**config.mk**
```make
export PLATFORM = sky130hd
export DESIGN_NAME = multiword_add_sequencer
export DESIGN_NICKNAME = d
export VERILOG_FILES = /design/src/rtl/multiword_add_pkg.sv /design/src/rtl/n_bit_adder_slice.sv /design/src/rtl/multiword_add_sequencer.sv
export SDC_FILE = /design/constraint.sdc
export NUM_CORES = 1
export LEC_CHECK = 0
export BUFFER_PORTS_ARGS = -buffer_cell sky130_fd_sc_hd__clkbuf_2
export CORE_ASPECT_RATIO = 0.5
export CORE_MARGIN = 1
export CORE_UTILIZATION = 61
export CTS_BUF_LIST = sky130_fd_sc_hd__clkbuf_8
export DETAILED_ROUTE_END_ITERATION = 8
export PLACE_DENSITY = 0.86
export SKIP_CTS_REPAIR_TIMING = 1
export SLEW_MARGIN = 10
export SYNTH_ARGS = -nofsm -noshare
export SYNTH_HDL_FRONTEND = slang
export SYNTH_SLANG_ARGS = --single-unit
export TNS_END_PERCENT = 5
```
**constraint.sdc**
```tcl
create_clock -name clk -period 6.7 [get_ports clk]
set_input_delay 0 -clock clk [delete_from_list [all_inputs] [get_ports clk]]
set_output_delay 0 -clock clk [all_outputs]
set_load 0.02 [all_outputs]
```
**src/rtl/multiword_add_pkg.sv**
```systemverilog
// Shared types and helpers for the multi-word add sequencer.
package multiword_add_pkg;

  typedef enum logic [1:0] {
    StIdle,
    StRun,
    StDone
  } state_e;

  // Slice counter width: enough to hold K-1, never narrower than one bit.
  function automatic int unsigned cnt_width(input int unsigned k);
    return (k <= 2) ? 1 : $clog2(k);
  endfunction

endpackage

```
**src/rtl/n_bit_adder_slice.sv**
```systemverilog
// Combinational N-bit ripple adder; each bit is a full adder made of two half adders.
module n_bit_adder_slice #(
  parameter int unsigned N = 4
) (
  input  logic [N-1:0] a,
  input  logic [N-1:0] b,
  input  logic         cin,
  output logic [N-1:0] sum,
  output logic         cout
);

  logic [N:0] carry;

  assign carry[0] = cin;

  for (genvar i = 0; i < N; i++) begin : g_bit
    logic ha0_sum, ha0_carry, ha1_carry;
    // First half adder combines the operand bits.
    assign ha0_sum   = a[i] ^ b[i];
    assign ha0_carry = a[i] & b[i];
    // Second half adder folds in the ripple carry.
    assign sum[i]    = ha0_sum ^ carry[i];
    assign ha1_carry = ha0_sum & carry[i];
    assign carry[i+1] = ha0_carry | ha1_carry;
  end

  assign cout = carry[N];

endmodule

```
**src/rtl/multiword_add_sequencer.sv**
```systemverilog
// Wide adder controller: runs one shared N-bit slice over K cycles, LS slice first.
module multiword_add_sequencer
  import multiword_add_pkg::*;
#(
  parameter int unsigned N = 4,
  parameter int unsigned K = 4
) (
  input  logic           clk,
  input  logic           rst_n,
  input  logic           start_valid,
  output logic           start_ready,
  input  logic [N*K-1:0] operand_a,
  input  logic [N*K-1:0] operand_b,
  input  logic           carry_in,
  output logic [N*K-1:0] result,
  output logic           carry_out,
  output logic           overflow,
  output logic           done_valid,
  input  logic           done_ready,
  output logic           busy
);

  localparam int unsigned W    = N * K;
  localparam int unsigned CntW = cnt_width(K);
  localparam logic [CntW-1:0] CntLast = CntW'(K - 1);

  state_e          state_q, state_d;
  logic [CntW-1:0] cnt_q, cnt_d;
  logic [W-1:0]    a_q, a_d;
  logic [W-1:0]    b_q, b_d;
  logic [W-1:0]    sum_q, sum_d;
  logic            carry_q, carry_d;
  logic [W-1:0]    result_q, result_d;
  logic            carry_out_q, carry_out_d;
  logic            overflow_q, overflow_d;

  logic [N-1:0]    slice_a, slice_b, slice_sum;
  logic            slice_cout;
  int unsigned     slice_lsb;

  assign slice_lsb = int'(cnt_q) * N;
  assign slice_a   = a_q[slice_lsb +: N];
  assign slice_b   = b_q[slice_lsb +: N];

  n_bit_adder_slice #(
    .N(N)
  ) u_slice (
    .a   (slice_a),
    .b   (slice_b),
    .cin (carry_q),
    .sum (slice_sum),
    .cout(slice_cout)
  );

  // Next-state, datapath updates and handshake outputs.
  always_comb begin
    state_d     = state_q;
    cnt_d       = cnt_q;
    a_d         = a_q;
    b_d         = b_q;
    sum_d       = sum_q;
    carry_d     = carry_q;
    result_d    = result_q;
    carry_out_d = carry_out_q;
    overflow_d  = overflow_q;
    start_ready = 1'b0;

    unique case (state_q)
      StIdle: begin
        start_ready = rst_n;
        if (start_valid && rst_n) begin
          a_d     = operand_a;
          b_d     = operand_b;
          carry_d = carry_in;
          sum_d   = '0;
          cnt_d   = '0;
          state_d = StRun;
        end
      end
      StRun: begin
        sum_d[slice_lsb +: N] = slice_sum;
        carry_d               = slice_cout;
        if (cnt_q == CntLast) begin
          // sum_d already includes the final slice, so publish it directly.
          result_d    = sum_d;
          carry_out_d = slice_cout;
          overflow_d  = (a_q[W-1] == b_q[W-1]) && (sum_d[W-1] != a_q[W-1]);
          state_d     = StDone;
        end else begin
          cnt_d = cnt_q + CntW'(1);
        end
      end
      StDone: begin
        if (done_ready) begin
          state_d = StIdle;
        end
      end
      default: state_d = StIdle;
    endcase
  end

  // State and datapath registers; reset discards any in-flight operation.
  always_ff @(posedge clk or negedge rst_n) begin
    if (!rst_n) begin
      state_q     <= StIdle;
      cnt_q       <= '0;
      a_q         <= '0;
      b_q         <= '0;
      sum_q       <= '0;
      carry_q     <= 1'b0;
      result_q    <= '0;
      carry_out_q <= 1'b0;
      overflow_q  <= 1'b0;
    end else begin
      state_q     <= state_d;
      cnt_q       <= cnt_d;
      a_q         <= a_d;
      b_q         <= b_d;
      sum_q       <= sum_d;
      carry_q     <= carry_d;
      result_q    <= result_d;
      carry_out_q <= carry_out_d;
      overflow_q  <= overflow_d;
    end
  end

  assign result     = result_q;
  assign carry_out  = carry_out_q;
  assign overflow   = overflow_q;
  assign done_valid = (state_q == StDone);
  assign busy       = (state_q != StIdle);

endmodule
```
==> metrics.txt, run 1 <==
status=completed; port buffer count=57; mapped cell area=0.00335 mm^2; Tcrit/Tclk final=57.1%; crit path time final=3.83 ns; CTS sink cnt=71; Setup Skew=0.00962 ns; layout cells sized above 1=34.4%; Synth area leaders=dfrtp_1, mux2_2, mux4_2; design area=0.00420 mm^2; Ports=58; CP startpoint kind=register; Fmax achieved=261 MHz; synth warn=0; residual DRC count=0; vias in the first global route=2175; FILL cells=265; Hold Crit Class=primary input to async pin; Post-Synthesis Cells=267; DR WL/cell=20.0 um; first-pass GRT wire length=10.7 mm; Bufs on Longest Clock Path=2; Lkg Pwr=1.97 nW; total global-route track usage=25.7%; Worst EP required=6.93 ns; sequential share of the synthesized area=53.0%; DR pass1 iterations=5; Worst Max-Slew Pin Slew=1.18 ns; die width=107 um; clk root buf=clkbuf_8; CTS buffer count=9; Antenna Violating Nets Remaining=0; crit end category=register; Final Hold Vio Count=0; DP Worst Slack=2.92 ns; crit-path max FO=17; post-synthesis cell type count=33; top cell type's share of synthesized area=53.0%; vias per inst=5.89; H-tree lvl count=3; Post-Route WL=8.57 mm; CTS tree=built; Post-Synthesis Mean Instance Area=12.6 um^2; die height=54.4 um; max-slew violations=0; Area Overhead vs Synth=25.3%; final setup vio count=0; Antenna Cells=0; CP arrival=4.06 ns; Post-Syn Nets=314; RSZ-0062 raised after global routing=no; Worst slew margin=20.5%; Clk Latency, worst-skew pair=0.36 ns; async set-reset flop share out of synthesis=100%; Rows=18; Starting Density=65.6%; dominant synthesized flop cell=dfrtp_1; area leader, netlist=dfrtp_1; Worst VDD drop=335 uV; initial antenna violation count=0; Placeable Area=0.00511 mm^2; Post-synth EDFFs=0; Nets=401; crit path kind=register to register; 1st-iter DRT viols=248; gr ovfl total=0; post-route setup TNS=0 ns; HPWL after DPL=4.40 mm; Worst-path clk slew=0.07 ns; Synth Register Bits=71; Die ar.=0.00582 mm^2; placed cell areas=0.00366 mm^2; max_cap viols=0; setup ws final=2.87 ns; power per cell area=528 mW/mm^2; Vias=2522; pin count of the biggest net entering global routing=74; GP Congestion=0.790
synthesized netlist by cell type, types with 7 or more instances:
cell and count:
a22o_1 8, o21ai_0 19, mux4_2 8, mux2_2 34, a32o_1 7, nand2_1 18, nor2b_1 16, a21oi_1 17
inv_1 13, clkbuf_1 7, dfrtp_1 71
cell families after synthesis:
group           count (synthesis)  synth area share (%)
compound gates                 59                  11.6
fa+ha+maj                      10                  4.63
buf+inv                        31                  4.37
flops                          71                  53.0
mux                            42                  16.8
simple gates                   54                  9.66
flip-flops by register name (all words and copies together) (netlist names):
signal     count
a_q           16
b_q           16
carry_out      1
carry_q        1
cnt_q          2
overflow       1
result        16
state_q        2
sum_q         16
cells in the final DEF (no fill, tap or decap), types with 3 or more instances in the layout:
master          n
dfrtp_1        71
clkbuf_2       56
dlygate4sd3_1  35
mux2_2         34
o21ai_0        19
nand2_1        18
a21oi_1        17
nor2b_1        16
inv_1          13
clkbuf_8        9
mux4_2          8
a22o_1          8
a32o_1          7
ha_1            6
nor2_1          5
fa_1            4
a21oi_2         3
clkinv_2        3
path summary, 6_finish.rpt:
path	cells past startpoint	end	slack [ns]	start
max	9	overflow	2.87	cnt_q[0]
min	3	a_q[6]	0.41	rst_n
max reg2reg	9	overflow	2.87	cnt_q[0]
min reg2reg	2	result[4]	0.48	result[4]
max in group asynchronous	3	result[1]	5.73	rst_n
min in group clk	4	sum_q[15]	0.41	start_valid
through the flow:
stage          hold slack (ns)  util (%)  power, mW  cells
2_1_floorplan           -0.296         -       1.49    267
3_3_place_gp             0.190      71.6       1.75    378
3_5_place_dp             0.209      71.6       1.80    378
4_1_cts                 -0.185      75.2       2.13    393
5_1_grt                  0.424      82.2       2.34    428
6_report                 0.406      82.2       2.22    428
routing by layer:
metal | global-route usage, % | vias to the layer above | wire [um]
li1 | - | 1125 | -
met1 | 34.2 | 1247 | 3480
met2 | 40.3 | 121 | 4330
met3 | 7.74 | 29 | 531
met4 | 11.0 | 0 | 234
met5 | 0 | - | 0
cell type report:
type	count	area, um^2	share of cell area (%)
sequential	71	1780	42.3
multi-input combinational	165	1450	34.5
timing repair buffer	94	651	15.5
clock buffer	9	124	2.95
tap	70	87.6	2.08
clock inverter	6	62.6	1.49
inverter	13	48.8	1.16
worst max-delay path, cell delays in order (launching register included):
cell       delay [ns]
dfrtp_1          0.85
mux4_2           0.62
fa_1             0.42
inv_1            0.09
fa_1             0.19
fa_1             0.17
inv_1            0.05
fa_1             0.71
a2111oi_0        0.17
or3_1            0.41
where the power goes:
part           total [mW]  switching, mW  internal [mW]  leakage (nW)
Combinational        1.10          0.639          0.457         0.961
Sequential          0.786          0.167          0.619         0.910
Clock               0.337          0.168          0.169        0.0988
Total                2.22          0.974           1.25          1.97
Note: power is estimated with default switching activity, not from simulation.
==> inputs of run 2 (changes only) <==
--- a/config.mk
+++ b/config.mk
@@ -5,13 +5,14 @@
 export SDC_FILE = /design/constraint.sdc
 export NUM_CORES = 1
 export LEC_CHECK = 0
+export ABC_AREA = 1
 export BUFFER_PORTS_ARGS = -buffer_cell sky130_fd_sc_hd__clkbuf_2
 export CORE_ASPECT_RATIO = 0.5
 export CORE_MARGIN = 1
-export CORE_UTILIZATION = 61
+export CORE_UTILIZATION = 52
 export CTS_BUF_LIST = sky130_fd_sc_hd__clkbuf_8
 export DETAILED_ROUTE_END_ITERATION = 8
-export PLACE_DENSITY = 0.86
+export PLACE_DENSITY = 0.78
 export SKIP_CTS_REPAIR_TIMING = 1
 export SLEW_MARGIN = 10
 export SYNTH_ARGS = -nofsm -noshare
==> constraint.sdc (replaced) <==
create_clock -name clk -period 3.3 [get_ports clk]
set_input_delay 0 -clock clk [delete_from_list [all_inputs] [get_ports clk]]
set_output_delay 0 -clock clk [all_outputs]
set_load 0.02 [all_outputs]
==> metrics.txt, run 2 <==
status=completed; Post-Synthesis Cells=416 (+56%); Rows=20 (+2); Synth Register Bits=71 (unchanged); port buffer count=57 (unchanged); Worst slew margin=42.6% (+22 points); power per cell area=931 mW/mm^2 (+76%); top cell type's share of synthesized area=51.7% (-1.3 points); Hold Crit Class=primary input to register; gr ovfl total=0 (unchanged); CTS buffer count=9 (unchanged); vias per inst=4.97 (-16%); Area Overhead vs Synth=25.1%; max-slew violations=0 (unchanged); Ports=58 (unchanged); Clk Latency, worst-skew pair=0.36 ns (about the same); die height=59.5 um (+9.3%); mapped cell area=0.00344 mm^2 (+2.5%); cell with the most instances after synthesis=nand2_1; placed cell areas=0.00377 mm^2 (+3.0%); synth warn=0 (unchanged); H-tree lvl count=3 (unchanged); post-synthesis cell type count=24 (-27%); most frequent cells after synthesis=nand2_1, dfrtp_1, inv_1; DR pass1 iterations=4 (-1); CP arrival=3.32 ns (-0.74 ns); total global-route track usage=24.0% (-1.7 points); biggest cell delay along the critical path=0.50 ns (-0.35 ns); residual DRC count=0 (unchanged); Antenna Cells=0 (unchanged); final setup vio count=0 (unchanged); Post-synth EDFFs=0 (unchanged); async set-reset flop share out of synthesis=100% (unchanged); clk root buf=clkbuf_8; vias in the first global route=2691 (+24%); RSZ-0062 raised after global routing=no; Slowest cell on crit path=dfrtp_2; pin count of the biggest net entering global routing=73 (-1.4%); commonest non-fill, non-tap cells in the layout=nand2_1, dfrtp_1, clkbuf_2; max_cap viols=0 (unchanged); Synth area leaders=dfrtp_1, nand2_1, inv_1; Starting Density=55.2% (-10 points); Setup Skew=0.00737 ns (-0.00225 ns); HPWL after DPL=4.92 mm (+12%); Die ar.=0.00696 mm^2 (+20%); Placeable Area=0.00623 mm^2 (+22%); Lkg Pwr=2.28 nW (+16%); 1st-iter DRT viols=169 (-32%); Final Hold Vio Count=0 (unchanged); crit-path max FO=14 (-3); Worst EP required=3.55 ns (-3.38 ns); post-route setup TNS=0 ns (unchanged); Antenna Violating Nets Remaining=0 (unchanged); Worst VDD drop=424 uV (+27%); Tcrit/Tclk final=93.2% (+36 points); most frequent CP cell=fa_1; area leader, netlist=dfrtp_1; GP Congestion=0.869 (+10%); Bufs on Longest Clock Path=2 (unchanged); DR WL/cell=12.7 um (-37%); Nets=554 (+38%); initial antenna violation count=0 (unchanged); crit end category=register; Worst-path clk slew=0.07 ns (about the same); crit path kind=register to register; Post-Syn Nets=463 (+47%); CTS sink cnt=71 (unchanged); dominant synthesized flop cell=dfrtp_1; crit path cell chain=inv_4, nor2_1, o22ai_1, fa_1, inv_1, fa_1, fa_1, inv_1, fa_1, inv_1, nor2_1, nand3_1, o21ai_0, nand2_1, o21ai_2; Power, Total=4.01 mW (+80%); commonest non-fill, non-tap cell in the layout=nand2_1; Post-Route WL=7.59 mm (-11%); layout cells sized above 1=19.0% (-15 points); sequential share of the synthesized area=51.7% (-1.3 points); design area=0.00430 mm^2 (+2.4%); first-pass GRT wire length=12.2 mm (+14%); Post-Synthesis Mean Instance Area=8.27 um^2 (-34%); CP startpoint kind=register; crit path time final=3.08 ns (-0.752 ns); die width=117 um (+9.5%); Vias=2980 (+18%); Worst Max-Slew Pin Slew=0.861 ns (-0.316 ns); Fmax achieved=325 MHz (+24%); CTS tree=built
-- run 2: cell count changes after synthesis, sizes merged, moves of 7 or more --
cell   before  now
nand2      18  198
mux2       34    0
inv        13   35
a21oi      20    4
nor2        5   21
nor2b      16    0
o22ai       1   16
nand3       0    9
a22o        8    0
mux4        8    0
o21ai      19   26
-- run 2: power breakdown --
part	internal, mW	switching [mW]	total, mW
Sequential	1.22	0.223	1.44
Clock	0.322	0.301	0.623
Combinational	0.694	1.24	1.94
Total	2.24	1.77	4.01
-- run 2: metrics by stage --
stage | setup WS, ns | hold WS [ns] | utilization (%) | std cells
5_1_grt | 0.0343 | 0.201 | 69.0 | 599
3_5_place_dp | 0.106 | 0.198 | 60.5 | 549
6_report | 0.224 | 0.150 | 69.0 | 599
3_3_place_gp | 0.234 | 0.186 | 60.5 | 549
2_1_floorplan | 0.237 | -0.296 | - | 416
4_1_cts | 0.106 | -0.189 | 63.3 | 564
-- run 2: worst paths after layout --
path	from	end	slack [ns]	depth (start not counted)
max	cnt_q[0]	sum_q[11]	0.22	15
min	start_valid	a_q[8]	0.15	5
max reg2reg	cnt_q[0]	sum_q[11]	0.22	15
min reg2reg	b_q[1]	b_q[1]	0.47	2
max in group asynchronous	rst_n	cnt_q[0]	2.21	3
min in group asynchronous	rst_n	result[10]	0.49	3
-- run 2: cell families (layout without fill, tap and decap cells) --
logic type,Yosys count,count (layout),synth area share (%)
AO/OA/AOI/OAI,53,53,10.3
adder cells (fa/ha/maj),10,10,4.51
buffers and inverters,53,148,7.02
flip-flops,71,71,51.7
AND/OR/NAND/NOR,229,229,26.5
-- run 2: layout make-up --
type	instances	area [um^2]
timing repair buffer	97	673
fill	509	1930
tap	88	110
multi-input combinational	292	1420
clock inverter	3	11.3
inverter	36	143
clock buffer	12	165
sequential	71	1780
-- run 2: per-layer routing --
| layer | track usage (%) | up-vias | wire, um |
|---|---|---|---|
| met3 | 8.59 | 15 | 336 |
| met2 | 37.4 | 75 | 3670 |
| met1 | 31.6 | 1403 | 3420 |
| li1 | - | 1487 | - |
| met5 | 0 | - | 0 |
| met4 | 7.78 | 0 | 158 |
-- run 2: critical path: cells and delay by family (launching register included) --
kind	cells	cell delay, ns
buffers and inverters	4	0.37
AO/OA/AOI/OAI	3	0.41
adder cells (fa/ha/maj)	4	1.42
flip-flops	1	0.50
AND/OR/NAND/NOR	4	0.26
==> inputs of run 3 (changes only) <==
--- a/config.mk
+++ b/config.mk
@@ -6,7 +6,7 @@
 export NUM_CORES = 1
 export LEC_CHECK = 0
 export ABC_AREA = 1
-export BUFFER_PORTS_ARGS = -buffer_cell sky130_fd_sc_hd__clkbuf_2
+export BUFFER_PORTS_ARGS = -buffer_cell sky130_fd_sc_hd__buf_2
 export CORE_ASPECT_RATIO = 0.5
 export CORE_MARGIN = 1
 export CORE_UTILIZATION = 52
==> metrics.txt, run 3 (synthesis gave the netlist of run 2 again) <==
Hold Crit Class=primary input to register; final setup vio count=0 (unchanged); Final Hold Vio Count=0 (unchanged); Antenna Violating Nets Remaining=0 (unchanged); post-route setup TNS=0 ns (unchanged); CTS buffer count=9 (unchanged); layout cells sized above 1=18.6% (-0.41 points); Rows=20 (unchanged); Placeable Area=0.00623 mm^2 (unchanged); Post-Route WL=7.59 mm (about the same); crit-path max FO=14 (unchanged); DR pass1 iterations=4 (unchanged); Fin Hold WS=0.199 ns (+0.0490 ns); DR WL/cell=12.8 um (+0.93%); commonest non-fill, non-tap cells in the layout=nand2_1, dfrtp_1, buf_2; Worst slew margin=40.5% (-2.1 points); Bufs on Longest Clock Path=2 (unchanged); status=completed; Tcrit/Tclk final=94.5% (+1.3 points); Reg2Reg Setup Slack=0.18 ns (-0.04 ns); H-tree lvl count=3 (unchanged); crit end category=register; crit path kind=register to register; max-slew violations=0 (unchanged); CP arrival=3.35 ns (+0.03 ns); power per cell area=920 mW/mm^2 (-1.3%); GP Congestion=0.868 (-0.10%); vias per inst=5.04 (+1.4%); die width=117 um (unchanged); gr ovfl total=0 (unchanged); FF-to-FF Start=cnt_q[0]; CTS sink cnt=71 (unchanged); Crit Reg-Reg Endpoint=sum_q[11]; Fmax achieved=321 MHz (-1.3%); commonest non-fill, non-tap cell in the layout=nand2_1; clk root buf=clkbuf_8; Setup Skew=0.00482 ns (-0.00256 ns); 1st-iter DRT viols=179 (+5.9%); Area Overhead vs Synth=23.7%; die height=59.5 um (unchanged); Vias=2996 (+0.54%); Hold Crit Start=start_valid; Worst EP required=3.54 ns (about the same); Nets=554 (unchanged); worst hold path endpoint=b_q[2]; Worst Max-Slew Pin Slew=0.893 ns (+0.0322 ns); RSZ-0062 raised after global routing=no; max_cap viols=0 (unchanged); Antenna Cells=0 (unchanged); R2R cell count=15 (unchanged); Starting Density=55.2% (unchanged); HPWL after DPL=4.85 mm (-1.4%); residual DRC count=0 (unchanged); first-pass GRT wire length=11.7 mm (-4.2%); Worst VDD drop=394 uV (-7.1%); Die ar.=0.00696 mm^2 (unchanged); Worst-path clk slew=0.07 ns (about the same); pin count of the biggest net entering global routing=73 (unchanged); Lkg Pwr=2.25 nW (-1.1%); hold path depth=5 (unchanged); Ports=58 (unchanged); initial antenna violation count=0 (unchanged); CTS tree=built; total global-route track usage=22.9% (-1.1 points); vias in the first global route=2597 (-3.5%); crit path time final=3.12 ns (+0.0415 ns); CP startpoint kind=register; port buffer count=57 (unchanged); Clk Latency, worst-skew pair=0.35 ns (about the same)
## run 3: final cells by class
| cell class | count | area (um^2) |
|---|---|---|
| multi-input combinational | 292 | 1420 |
| clock buffer | 9 | 124 |
| timing repair buffer | 97 | 673 |
| sequential | 71 | 1780 |
| clock inverter | 1 | 3.75 |
| tap | 88 | 110 |
| fill | 504 | 1980 |
| inverter | 36 | 143 |
## run 3: how the worst max path moves through the flow
stage	endpoint	slack, ns	startpoint	cells after the start
final	sum_q[11]	0.18	cnt_q[0]	15
after global routing	sum_q[11]	0.002	cnt_q[0]	15
after CTS	sum_q[11]	0.05	cnt_q[0]	15
after detailed placement	sum_q[11]	0.07	cnt_q[0]	15
after global placement	sum_q[11]	0.24	cnt_q[0]	15
after floorplan	sum_q[11]	0.24	cnt_q[1]	16
## run 3: metrics by stage
step | total power [mW] | instance area (um^2) | setup WS [ns] | util [%] | instances
2_1_floorplan | 2.85 | 3440 | 0.237 | - | 416
3_3_place_gp | 3.29 | 3770 | 0.239 | 60.5 | 549
3_5_place_dp | 3.35 | 3770 | 0.0696 | 60.5 | 549
4_1_cts | 3.89 | 3900 | 0.0526 | 62.6 | 559
5_1_grt | 4.24 | 4250 | 0.00185 | 68.2 | 594
6_report | 3.91 | 4250 | 0.183 | 68.2 | 594
## run 3: layer usage
layer  share of wire [%]  global-route usage (%)  wire [um]  up-vias
met3                 4.1                    7.98        308       15
met4                 1.9                    7.41        146        0
met2                  50                    35.6       3770       72
met5                   0                       0          0        -
met1                  44                    30.4       3370     1430
li1                    -                       -          -     1479
## run 3: worst max-delay path, cell delays in order, from the launching register on
cell     delay (ns)
dfrtp_2        0.51
inv_4          0.16
nor2_1         0.06
o22ai_1        0.25
fa_1           0.22
inv_1          0.05
fa_1           0.40
fa_1           0.37
inv_1          0.08
fa_1           0.44
inv_1          0.09
nor2_1         0.06
nand3_1        0.07
o21ai_0        0.10
nand2_1        0.09
o21ai_2        0.05
## run 3: power by group
part,switching (mW),internal (mW),leakage [nW]
registers,0.219,1.22,0.927
clock network,0.283,0.244,0.0700
logic,1.25,0.697,1.26
